--- config.mk ---
export PLATFORM = sky130hd
export DESIGN_NAME = spi_slave
export DESIGN_NICKNAME = d
export VERILOG_FILES = /design/src/rtl/spi_slave.sv
export SDC_FILE = /design/constraint.sdc
export NUM_CORES = 1
export LEC_CHECK = 0
export ABC_CLOCK_PERIOD_IN_PS = 3600
export BUFFER_PORTS_ARGS = -buffer_cell sky130_fd_sc_hd__buf_2
export CORE_ASPECT_RATIO = 1.5
export CORE_MARGIN = 1
export CORE_UTILIZATION = 35
export DETAILED_ROUTE_END_ITERATION = 10
export SYNTH_ARGS = -nofsm -noshare
export SYNTH_HDL_FRONTEND = slang
export SYNTH_SLANG_ARGS = --single-unit
--- constraint.sdc ---
create_clock -name clk -period 3.6 [get_ports clk]
set_input_delay 0.54 -clock clk [delete_from_list [all_inputs] [get_ports clk]]
set_output_delay 0.54 -clock clk [all_outputs]
set_load 0.02 [all_outputs]
--- src/rtl/spi_slave.sv ---
// SPI target endpoint. The external sclk/ss/mosi lines are oversampled by
// clk, so the whole block runs in one clock domain. All four CPOL/CPHA modes
// are supported. Local logic sees a single-entry TX buffer and a held RX byte
// that must be acknowledged.
module spi_slave #(
    parameter int DATA_W      = 8,
    parameter int SYNC_STAGES = 2
) (
    input  logic              clk,
    input  logic              rst,
    input  logic              cpol,
    input  logic              cpha,
    input  logic              sclk,
    input  logic              ss,
    input  logic              mosi,
    output logic              miso,
    output logic              miso_oe,
    input  logic [DATA_W-1:0] tx_data,
    input  logic              tx_load,
    output logic              tx_ready,
    output logic [DATA_W-1:0] rx_data,
    output logic              rx_valid,
    input  logic              rx_ack,
    output logic              busy,
    output logic              overrun
);

    localparam int CNT_W = (DATA_W > 2) ? $clog2(DATA_W) : 1;

    typedef enum logic {
        IDLE,
        ACTIVE
    } state_t;

    state_t                  state;
    logic [SYNC_STAGES-1:0]  sclk_sync;
    logic [SYNC_STAGES-1:0]  ss_sync;
    logic [SYNC_STAGES-1:0]  mosi_sync;
    logic                    sclk_d;
    logic                    ss_d;
    logic                    cpol_l;
    logic                    cpha_l;
    logic [DATA_W-1:0]       tx_buf;
    logic [DATA_W-1:0]       tx_shift;
    logic [DATA_W-1:0]       rx_shift;
    logic [CNT_W-1:0]        bit_cnt;

    logic              sclk_s;
    logic              ss_s;
    logic              mosi_s;
    logic              leading_edge;
    logic              trailing_edge;
    logic              sample_edge;
    logic              shift_edge;
    logic              ss_fall;
    logic              ss_rise;
    logic              last_bit;
    logic              byte_done;
    logic              buf_copy;
    logic [DATA_W-1:0] rx_byte;

    assign sclk_s = sclk_sync[SYNC_STAGES-1];
    assign ss_s   = ss_sync[SYNC_STAGES-1];
    assign mosi_s = mosi_sync[SYNC_STAGES-1];

    // Edge decode relative to the idle level latched at the start of a transfer
    always_comb begin
        leading_edge  = (sclk_d == cpol_l) && (sclk_s != cpol_l);
        trailing_edge = (sclk_d != cpol_l) && (sclk_s == cpol_l);
        sample_edge   = cpha_l ? trailing_edge : leading_edge;
        shift_edge    = cpha_l ? leading_edge : trailing_edge;
        ss_fall       = ss_d && !ss_s;
        ss_rise       = !ss_d && ss_s;
        last_bit      = (bit_cnt == CNT_W'(DATA_W - 1));
        byte_done     = (state == ACTIVE) && !ss_rise && sample_edge && last_bit;
        buf_copy      = ((state == IDLE) && ss_fall) || byte_done;
        rx_byte       = {rx_shift[DATA_W-2:0], mosi_s};
    end

    // Synchronizer chains plus one extra flop on sclk and ss for edge detection
    always_ff @(posedge clk or posedge rst) begin
        if (rst) begin
            sclk_sync <= '0;
            ss_sync   <= '1;
            mosi_sync <= '0;
            sclk_d    <= 1'b0;
            ss_d      <= 1'b1;
        end else begin
            sclk_sync <= {sclk_sync[SYNC_STAGES-2:0], sclk};
            ss_sync   <= {ss_sync[SYNC_STAGES-2:0], ss};
            mosi_sync <= {mosi_sync[SYNC_STAGES-2:0], mosi};
            sclk_d    <= sclk_s;
            ss_d      <= ss_s;
        end
    end

    // Transfer FSM, shift registers, TX buffer and RX handshake
    always_ff @(posedge clk or posedge rst) begin
        if (rst) begin
            state    <= IDLE;
            cpol_l   <= 1'b0;
            cpha_l   <= 1'b0;
            tx_buf   <= '0;
            tx_shift <= '0;
            rx_shift <= '0;
            bit_cnt  <= '0;
            miso     <= 1'b0;
            miso_oe  <= 1'b0;
            tx_ready <= 1'b1;
            rx_data  <= '0;
            rx_valid <= 1'b0;
            busy     <= 1'b0;
            overrun  <= 1'b0;
        end else begin
            if (rx_ack) begin
                rx_valid <= 1'b0;
            end
            case (state)
                IDLE: begin
                    if (ss_fall) begin
                        cpol_l   <= cpol;
                        cpha_l   <= cpha;
                        tx_shift <= tx_buf;
                        bit_cnt  <= '0;
                        state    <= ACTIVE;
                        miso_oe  <= 1'b1;
                        busy     <= 1'b1;
                        if (!cpha) begin
                            miso <= tx_buf[DATA_W-1];
                        end
                    end
                end
                ACTIVE: begin
                    if (ss_rise) begin
                        state   <= IDLE;
                        miso_oe <= 1'b0;
                        busy    <= 1'b0;
                        bit_cnt <= '0;
                    end else if (sample_edge) begin
                        rx_shift <= rx_byte;
                        if (last_bit) begin
                            bit_cnt  <= '0;
                            rx_data  <= rx_byte;
                            rx_valid <= 1'b1;
                            if (rx_valid && !rx_ack) begin
                                overrun <= 1'b1;
                            end
                            tx_shift <= tx_buf;
                            if (!cpha_l) begin
                                miso <= tx_buf[DATA_W-1];
                            end
                        end else begin
                            bit_cnt <= bit_cnt + CNT_W'(1);
                        end
                    end else if (shift_edge) begin
                        if (cpha_l) begin
                            miso     <= tx_shift[DATA_W-1];
                            tx_shift <= {tx_shift[DATA_W-2:0], 1'b0};
                        end else if (bit_cnt != '0) begin
                            miso     <= tx_shift[DATA_W-2];
                            tx_shift <= {tx_shift[DATA_W-2:0], 1'b0};
                        end
                    end
                end
                default: state <= IDLE;
            endcase
            if (buf_copy) begin
                tx_ready <= 1'b1;
            end
            if (tx_load && (tx_ready || buf_copy)) begin
                tx_buf   <= tx_data;
                tx_ready <= 1'b0;
            end
        end
    end

endmodule

== After elaboration in Yosys (flattened, before gate mapping) ==
Cells that the tools add are included.

* Bits in registers: 50
* Output and inout bits: 14
* Logic and storage cells: 99

* $add $sub $neg: 1
* Eq/ne operators: 14
* Multiplexer cells: 38
* Bitwise logic cells: 2
* Reductions and logical operators: 26

{| class="wikitable"
|+ Operators by type and width
! operator !! number
|-
| two-way mux 8 bit || 7
|-
| two-way mux 1 bit || 22
|-
| one-hot mux 8 bit (2 select lines) || 1
|-
| two-way mux 3 bit || 4
|-
| logical AND 1 bit || 10
|-
| AND reduction 5 bit || 2
|-
| AND reduction 7 bit || 1
|-
| inequality test 2 bit, second input constant || 3
|-
| inequality test 3 x 1 -> 1 bit, second input constant || 2
|-
| one-hot mux 1 bit (2 select lines) || 3
|-
| one-hot mux 3 bit (2 select lines) || 1
|-
| AND reduction 2 bit || 3
|-
| zero test 1 bit || 4
|-
| inequality test 4 x 1 -> 1 bit, second input constant || 1
|-
| AND reduction 4 bit || 1
|-
| adder 3 x 1 -> 3 bit, second input constant || 1
|-
| == test 3 bit, second input constant || 1
|-
| inequality test 3 x 2 -> 1 bit, second input constant || 1
|-
| inequality test 3 bit, second input constant || 1
|-
| AND reduction 3 bit || 1
|-
| nonzero test 3 bit || 1
|-
| == test 1 bit || 2
|-
| logical OR 1 bit || 2
|-
| inequality test 1 bit || 2
|-
| other kinds (3) || 4
|}

== Longest topological paths before layout ==
Gate-level depths: netlist of the first run.

* Depth in word-level cells: 10
* Depth in mapped cells: 6

== Worst setup path before layout of the first run ==
Ideal clock, no wire load.

* Path type: register -> register
* Start: reg state
* End: reg miso
* Setup time: 125 ps
* Arrival: 1825 ps
* Setup slack: 1650 ps
* Stages on the path, launching flop included: 7
* Path buffers: 1
* Period minus slack after synthesis: 1950 ps
* Cells stage by stage: dfrtp_1 buf_2 nor3b_1 a31oi_1 a311o_1 a21oi_1 mux2_2

* Cells in the longest elaborated chain, start to end: 3
* Elaborated cells between the ends (all ways): 10

{| class="wikitable"
|+ RTL lines
! item !! line !! source
|-
| start, declared || 35 || <nowiki>state_t state;</nowiki>
|-
| start signal, assigned || 100 || <nowiki>state <= IDLE;</nowiki>
|-
| start signal, assigned || 125 || <nowiki>state <= ACTIVE;</nowiki>
|-
| start signal, assigned || 135 || <nowiki>state <= IDLE;</nowiki>
|-
| inverter 1 bit || -- ||
|-
| inequality test 2 bit (no line) || -- ||
|-
| AND reduction 7 bit (no line) || -- ||
|-
| end signal, assigned || 129 || <nowiki>miso <= tx_buf[DATA_W-1];</nowiki>
|-
| end signal, assigned || 150 || <nowiki>miso <= tx_buf[DATA_W-1];</nowiki>
|-
| end signal, assigned || 157 || <nowiki>miso <= tx_shift[DATA_W-1];</nowiki>
|-
| end, declared || 16 || <nowiki>output logic miso,</nowiki>
|}

Several ways; a longest one is shown, not always the timed one.
A chain may end at the register's enable or synchronous reset.

== Worst setup path in the final report of the first run ==
* Start: reg state
* End: reg tx_buf[0]

* Cells in the longest elaborated chain, start to end: 6
* Elaborated cells between the ends (all ways): 8

{| class="wikitable"
|+ RTL lines
! item !! line !! source
|-
| logical AND 1 bit (3 in a row) || 75 || <nowiki>byte_done = (state == ACTIVE) && !ss_rise && sample_edge && last_bit;</nowiki>
|-
| logical OR 1 bit (*) || 76 || <nowiki>buf_copy = ((state == IDLE) && ss_fall) || byte_done;</nowiki>
|-
| logical OR 1 bit (*) || 170 || <nowiki>if (tx_load && (tx_ready || buf_copy)) begin</nowiki>
|-
| logical AND 1 bit (*) || 170 ||
|-
| end signal, assigned || 171 || <nowiki>tx_buf <= tx_data;</nowiki>
|-
| end, declared || 43 || <nowiki>logic [DATA_W-1:0] tx_buf;</nowiki>
|}

Every way passes the cells marked *; elsewhere a longest branch is shown, timed or not.

==> flow_summary.json, run 1 <==
{
  "status": "finished, final reports clean",
  "place_congestion": 0.7800,
  "grt_max_degree": 51,
  "skew_ns": 0.01410,
  "area_growth_pct": 16.63,
  "postSynthCellCount": 152,
  "ys.flop_type": "dfrtp_1",
  "ios": 31,
  "layout.nets": 205,
  "finalSetupTns_ns": 0,
  "setup_violations": 0,
  "clock_path_buffers": 2,
  "synth_most_common_cell": "dfrtp_1",
  "synth_area_leader_cell": "dfrtp_1",
  "start_kind": "flop",
  "clk_latency_ns": 0.30,
  "min_period_ns": 2.424,
  "grt_pass1_vias": 1308,
  "yosysWarnings": 0,
  "critPathSlowestCell": "dfrtp_1",
  "cap_violations": 0,
  "via_per_inst": 4.876,
  "drive_gt1_share_pct": 46.77,
  "syn_area_sq_um": 2152,
  "period_share_pct": 67.32,
  "fmax_mhz": 412.6,
  "cp.buffers_inverters": 0,
  "cts-root-buf": "clkbuf_8",
  "yosys-top-cells-area": "dfrtp_1 53%, mux2_2 17%, mux2_4 5.6%",
  "die-area_sq_um": 6473,
  "cts_hold_buf": 0,
  "cp.depth": 4,
  "critical_path_class": "reg2reg",
  "grt_pass1_wl_um": 6320,
  "post-cts-setup-buffer-count": 0,
  "grt_usage_pct": 13.01,
  "grt-ovfl-total": 0,
  "synth.distinct_cells": 31,
  "die_h_um": 98.04,
  "crit_fanout": 17,
  "die_x_um": 66.03,
  "postSynthNetCount": 172,
  "leakage_nw": 1.217,
  "hold_depth": 1,
  "routed_wl_um": 3602,
  "start_util_pct": 36.66,
  "design_area_sq_um": 2510,
  "yosys_register_bits": 50,
  "rsz0062_at_grt": "no",
  "crit_arrival_ns": 2.61,
  "h-tree-depth": 2,
  "hold_viol": 0,
  "power.density_nw_per_um2": 671.4,
  "max_slew_margin_pct": 29.88,
  "drtAntennaViolNets": 0,
  "portBuffers": 30,
  "drt-pass1-iter-count": 3,
  "antenna_found_initial": 0,
  "synth_edf_count": 0,
  "vias": 1258,
  "remaining_drc_errors": 0,
  "ys_seq_area_share_pct": 58.37,
  "critPathMaxStageDelay_ns": 0.73,
  "wl_per_cell_um": 13.96,
  "path_clk_slew_ns": 0.10,
  "rr_worst_depth": 4,
  "async_reset_ff_share_pct": 100.0,
  "cp-end-kind": "flop",
  "coreArea_sq_um": 5871,
  "crit_chain": "nand2_1, or3b_1, a21bo_1, mux2_4",
  "cp.required_ns": 3.78,
  "maxSlewViolCount": 0,
  "post_cts_resized": 0,
  "rows": 34,
  "drt_iter0_drc": 43,
  "numCtsBuffers": 5,
  "cts_tree": "done",
  "hpwl_um": 2477,
  "min_path_type": "in2reg",
  "placed_area_sq_um": 2367,
  "crit_family": "simple AND/OR/NAND/NOR gates",
  "yosys-top-cells-count": "46 x dfrtp_1, 32 x mux2_2, 8 x mux2_4, 6 x nand2_1",
  "worst_pin_slew_ns": 1.052,
  "post-route-util_pct": 42.75,
  "vdd_drop_max_uv": 370.6,
  "diodes": 0,
  "clkSinkCount": 50,
  "synth_top_area_share_pct": 53.49,
  "syn_avg_cell_area_sq_um": 14.16
}
==> layout by cell type, fill, tap and decap left out, types with 5 or more instances in the layout <==
cell      count
a21oi_1       5
buf_2        30
clkbuf_8      6
dfrtp_1      46
mux2_2       32
mux2_4        8
nand2_1       6
nand2b_1      5
==> per-stage QoR <==
stage          worst slack, ns  hold slack (ns)  std cells  total power, W
6_report                 1.176           0.3212        258        0.001685
2_1_floorplan            1.651           0.3312        152        0.001124
3_5_place_dp             1.206           0.3426        250        0.001220
3_3_place_gp             1.215           0.3341        250        0.001212
5_1_grt                  1.013           0.3028        258        0.001789
4_1_cts                  1.165           0.3138        258        0.001706
==> flip-flops by register name, indices dropped and copies added (netlist names) <==
name / count
rx_data: 8
tx_ready: 1
tx_shift: 8
rx_shift: 7
sclk_d: 1
ss_d: 1
sclk_sync: 2
cpha_l: 1
miso: 1
ss_sync: 2
rx_valid: 1
bit_cnt: 3
overrun: 1
busy: 1
state: 1
cpol_l: 1
tx_buf: 8
mosi_sync: 2
==> final timing paths <==
| path | end | from | slack, ns |
|---|---|---|---|
| worst max-delay path | tx_buf[0] | state | 1.18 |
| worst max register to register | tx_buf[0] | state | 1.18 |
| worst min-delay path | ss_sync[0] | ss | 0.32 |
| min in group asynchronous | tx_shift[0] | rst | 0.48 |
| max in group asynchronous | tx_shift[7] | rst | 2.46 |
| worst min register to register | sclk_sync[1] | sclk_sync[0] | 0.35 |
==> final cells by class <==
type / instances / area, sq um
repair buffers: 32 / 165.2
fillers: 553 / 3361
clock buffers: 6 / 82.58
multi-input cells: 91 / 837.1
inverters: 5 / 18.77
well taps: 72 / 90.09
flip-flops and latches: 50 / 1256
clock inverters: 2 / 60.06
==> worst reg2reg max path: stages, from the launching register on <==
cell and delay [ns]:
dfrtp_1 0.73, nand2_1 0.17, or3b_1 0.61, a21bo_1 0.43
mux2_4 0.36
==> logic make-up (layout without fill, tap and decap cells) <==
logic type                 count (synthesis)  in the layout  share of synthesized area [%]
DFF                                       50             50                          58.37
adders and majority gates                  3              3                          1.744
AOI/OAI and AO/OA                         19             19                          6.163
buffers and inverters                     11             45                          2.732
muxes                                     44             44                          24.19
and+or+nand+nor                           23             23                          5.988
xor gates and xnor gates                   2              2                         0.8141
==> power by group <==
| group | switching, W | internal, W | leakage (nW) |
|---|---|---|---|
| registers | 0.0000994 | 0.000711 | 0.615 |
| logic | 0.000163 | 0.000230 | 0.531 |
| clock network | 0.000185 | 0.000296 | 0.0714 |
| total | 0.000448 | 0.00124 | 1.22 |
==> layer usage <==
layer  wire length, um  track usage, %
met5                 0               0
met4                55           6.383
met3               124           2.687
met1              1715           17.38
met2              1707           19.86
(Power assumes the default switching activity.)
==> run 2, diff against run 1 <==
--- a/config.mk
+++ b/config.mk
@@ -5,7 +5,8 @@
 export SDC_FILE = /design/constraint.sdc
 export NUM_CORES = 1
 export LEC_CHECK = 0
-export ABC_CLOCK_PERIOD_IN_PS = 3600
+export ABC_AREA = 1
+export ABC_CLOCK_PERIOD_IN_PS = 2400
 export BUFFER_PORTS_ARGS = -buffer_cell sky130_fd_sc_hd__buf_2
 export CORE_ASPECT_RATIO = 1.5
 export CORE_MARGIN = 1
==> constraint.sdc (replaced) <==
create_clock -name clk -period 2.4 [get_ports clk]
set_input_delay 0.36 -clock clk [delete_from_list [all_inputs] [get_ports clk]]
set_output_delay 0.36 -clock clk [all_outputs]
set_load 0.02 [all_outputs]
==> flow_summary.json, run 2 <==
{
  "place_congestion": 0.7351,
  "status": "finished, final reports clean",
  "area_growth_pct": 14.27,
  "cts-root-buf": "clkbuf_8",
  "via_per_inst": 4.529,
  "coreArea_sq_um": 6131,
  "rsz0062_at_grt": "no",
  "die_h_um": 99.70,
  "period_share_pct": 70.43,
  "cts_hold_buf": 0,
  "skew_ns": 0.008466,
  "rows": 35,
  "finalSetupTns_ns": 0,
  "grtUsageMet2_pct": 21.54,
  "h-tree-depth": 2,
  "largestRegisters": "rx_data x8, tx_buf x8, tx_shift x8",
  "multi_input_area_sq_um": 833.3,
  "grt-busiest-layer": "met2",
  "syn_area_sq_um": 2227,
  "antenna_found_initial": 0,
  "vias": 1585,
  "grt_max_degree": 28,
  "cp-end-kind": "flop",
  "portBuffers": 30,
  "routed_wl_um": 3930,
  "post-cts-setup-buffer-count": 0,
  "drive_gt1_share_pct": 23.91,
  "gr-usage-met3_pct": 2.408,
  "p_switching_w": 0.0007642,
  "setup_violations": 0,
  "fmax_mhz": 591.6,
  "path_clk_slew_ns": 0.09,
  "cts_tree": "done",
  "pwr-share-seq_pct": 52.0,
  "drt_iter0_drc": 54,
  "yosysWarnings": 0,
  "async_reset_ff_share_pct": 100.0,
  "wl_per_cell_um": 11.23,
  "ff_latch_area_sq_um": 1256,
  "post-route-util_pct": 41.51,
  "yosys-top-cells-count": "96 x nand2_1, 46 x dfrtp_1, 19 x inv_1, 15 x o21ai_0, 13 x nand3_1",
  "maxSlewViolCount": 0,
  "die-area_sq_um": 6693,
  "hpwl_um": 2880,
  "layout.cells.non_filler": 350,
  "synth_most_common_cell": "nand2_1",
  "clk_latency_ns": 0.31,
  "crit_chain": "inv_6, nor2_4, nand3_4, nand3_4, nand2_2, nand2_1, nand2_1",
  "num-fill-cells": 652,
  "crit_arrival_ns": 1.89,
  "synth_area_leader_cell": "dfrtp_1",
  "clock_path_buffers": 2,
  "critPathSlowestCell": "dfrtp_1",
  "synth.distinct_cells": 28,
  "numCtsBuffers": 5,
  "rr_endpoint": "tx_buf[1]",
  "worst_pin_slew_ns": 0.5427,
  "hold_viol": 0,
  "critPathMaxStageDelay_ns": 0.60,
  "clkPwrFrac_pct": 21.5,
  "fin_hold_ws_ns": 0.08458,
  "vdd_drop_max_uv": 342.5,
  "ios": 31,
  "grt-ovfl-total": 0,
  "drt-pass1-iter-count": 4,
  "power.density_nw_per_um2": 870.5,
  "rr_worst_depth": 7,
  "final_common_cell": "nand2_1",
  "synth_edf_count": 0,
  "yosys_register_bits": 50,
  "clkSinkCount": 50,
  "crit_family": "simple AND/OR/NAND/NOR gates",
  "ys.flop_type": "dfrtp_1",
  "postSynthCellCount": 241,
  "start_kind": "flop",
  "reg2reg_from": "state",
  "die_x_um": 67.13,
  "max_slew_margin_pct": 63.76,
  "synth_top_area_share_pct": 51.69,
  "layout.nets": 295,
  "remaining_drc_errors": 0,
  "postSynthNetCount": 261,
  "grt_usage_pct": 13.81,
  "min_path_type": "in2async",
  "syn_avg_cell_area_sq_um": 9.241,
  "min_period_ns": 1.690,
  "diodes": 0,
  "ys_seq_area_share_pct": 56.40,
  "post_cts_resized": 0,
  "critical_path_class": "reg2reg",
  "cap_violations": 0,
  "rrSetupSlack_ns": 0.71,
  "grt_use_met1_pct": 18.06,
  "drtAntennaViolNets": 0,
  "intPower_w": 0.001451,
  "cp.buffers_inverters": 1,
  "leakage_nw": 1.358,
  "grt_pass1_vias": 1522,
  "cp.required_ns": 2.60,
  "final_cell_mix": "96 x nand2_1, 46 x dfrtp_1, 30 x buf_2",
  "crit_fanout": 16,
  "placedCellCount": 342,
  "yosys-top-cells-area": "dfrtp_1 52%, nand2_1 16%, dfstp_2 4.7%",
  "switching_share_pct": 34.49,
  "start_util_pct": 36.33,
  "combPwrFrac_pct": 26.5,
  "grt_pass1_wl_um": 6975
}
## run 2: cell types whose count changed after synthesis, moves of 5 or more
| cell | previous run | this run |
|---|---|---|
| o21ai_0 | 4 | 15 |
| inv_1 | 5 | 19 |
| nand2_1 | 6 | 96 |
| mux2_4 | 8 | 0 |
| nand3_1 | 0 | 13 |
| o21ai_1 | 0 | 5 |
| nand2b_1 | 5 | 0 |
| mux2_2 | 32 | 0 |
## run 2: worst max path at each step
stage                      start    endpoint  cells after the start
after floorplan              rst  bit_cnt[0]                      1
after global placement     state   tx_buf[5]                      7
after detailed placement   state   tx_buf[1]                      7
after CTS                  state   tx_buf[1]                      7
after global routing      cpha_l   tx_buf[3]                     10
final                      state   tx_buf[1]                      7
## run 2: final cells by class
cell class / instances / area share [%]
multi-input combinational: 161 / 32.74
clock inverter: 2 / 0.3933
tap: 74 / 3.638
inverter: 26 / 4.326
timing repair buffer: 31 / 6.686
clock buffer: 6 / 2.852
sequential: 50 / 49.36
## run 2: routing by layer
metal,vias to the layer above,routed length [um]
met5,-,0
met4,0,101
met3,7,95
met2,21,1922
met1,734,1811
li1,823,-
## run 2: cell families after synthesis
family	after synthesis	synth area share [%]
AO/OA/AOI/OAI	24	5.562
adder cells (fa/ha/maj)	3	1.686
buffers and inverters	30	6.180
flip-flops	50	56.40
AND/OR/NAND/NOR	134	30.17
## run 2: metrics by stage
stage	worst slack [ns]	area [sq um]	total power, W
after floorplan	0.8454	2227	0.001630
after global placement	0.7692	2462	0.001755
after detailed placement	0.7026	2462	0.001770
after CTS	0.6920	2545	0.002249
after global routing	0.5525	2545	0.002388
final	0.7097	2545	0.002215
## run 2: power groups by stage
| stage | Combinational [W] | Clock, W | Sequential, W |
|---|---|---|---|
| CTS | 0.000602 | 0.000493 | 0.00115 |
| detailed placement | 0.000600 | 0 | 0.00117 |
| global placement | 0.000585 | 0 | 0.00117 |
| global route | 0.000686 | 0.000521 | 0.00118 |
| finish | 0.000588 | 0.000475 | 0.00115 |
| floorplan | 0.000476 | 0 | 0.00115 |
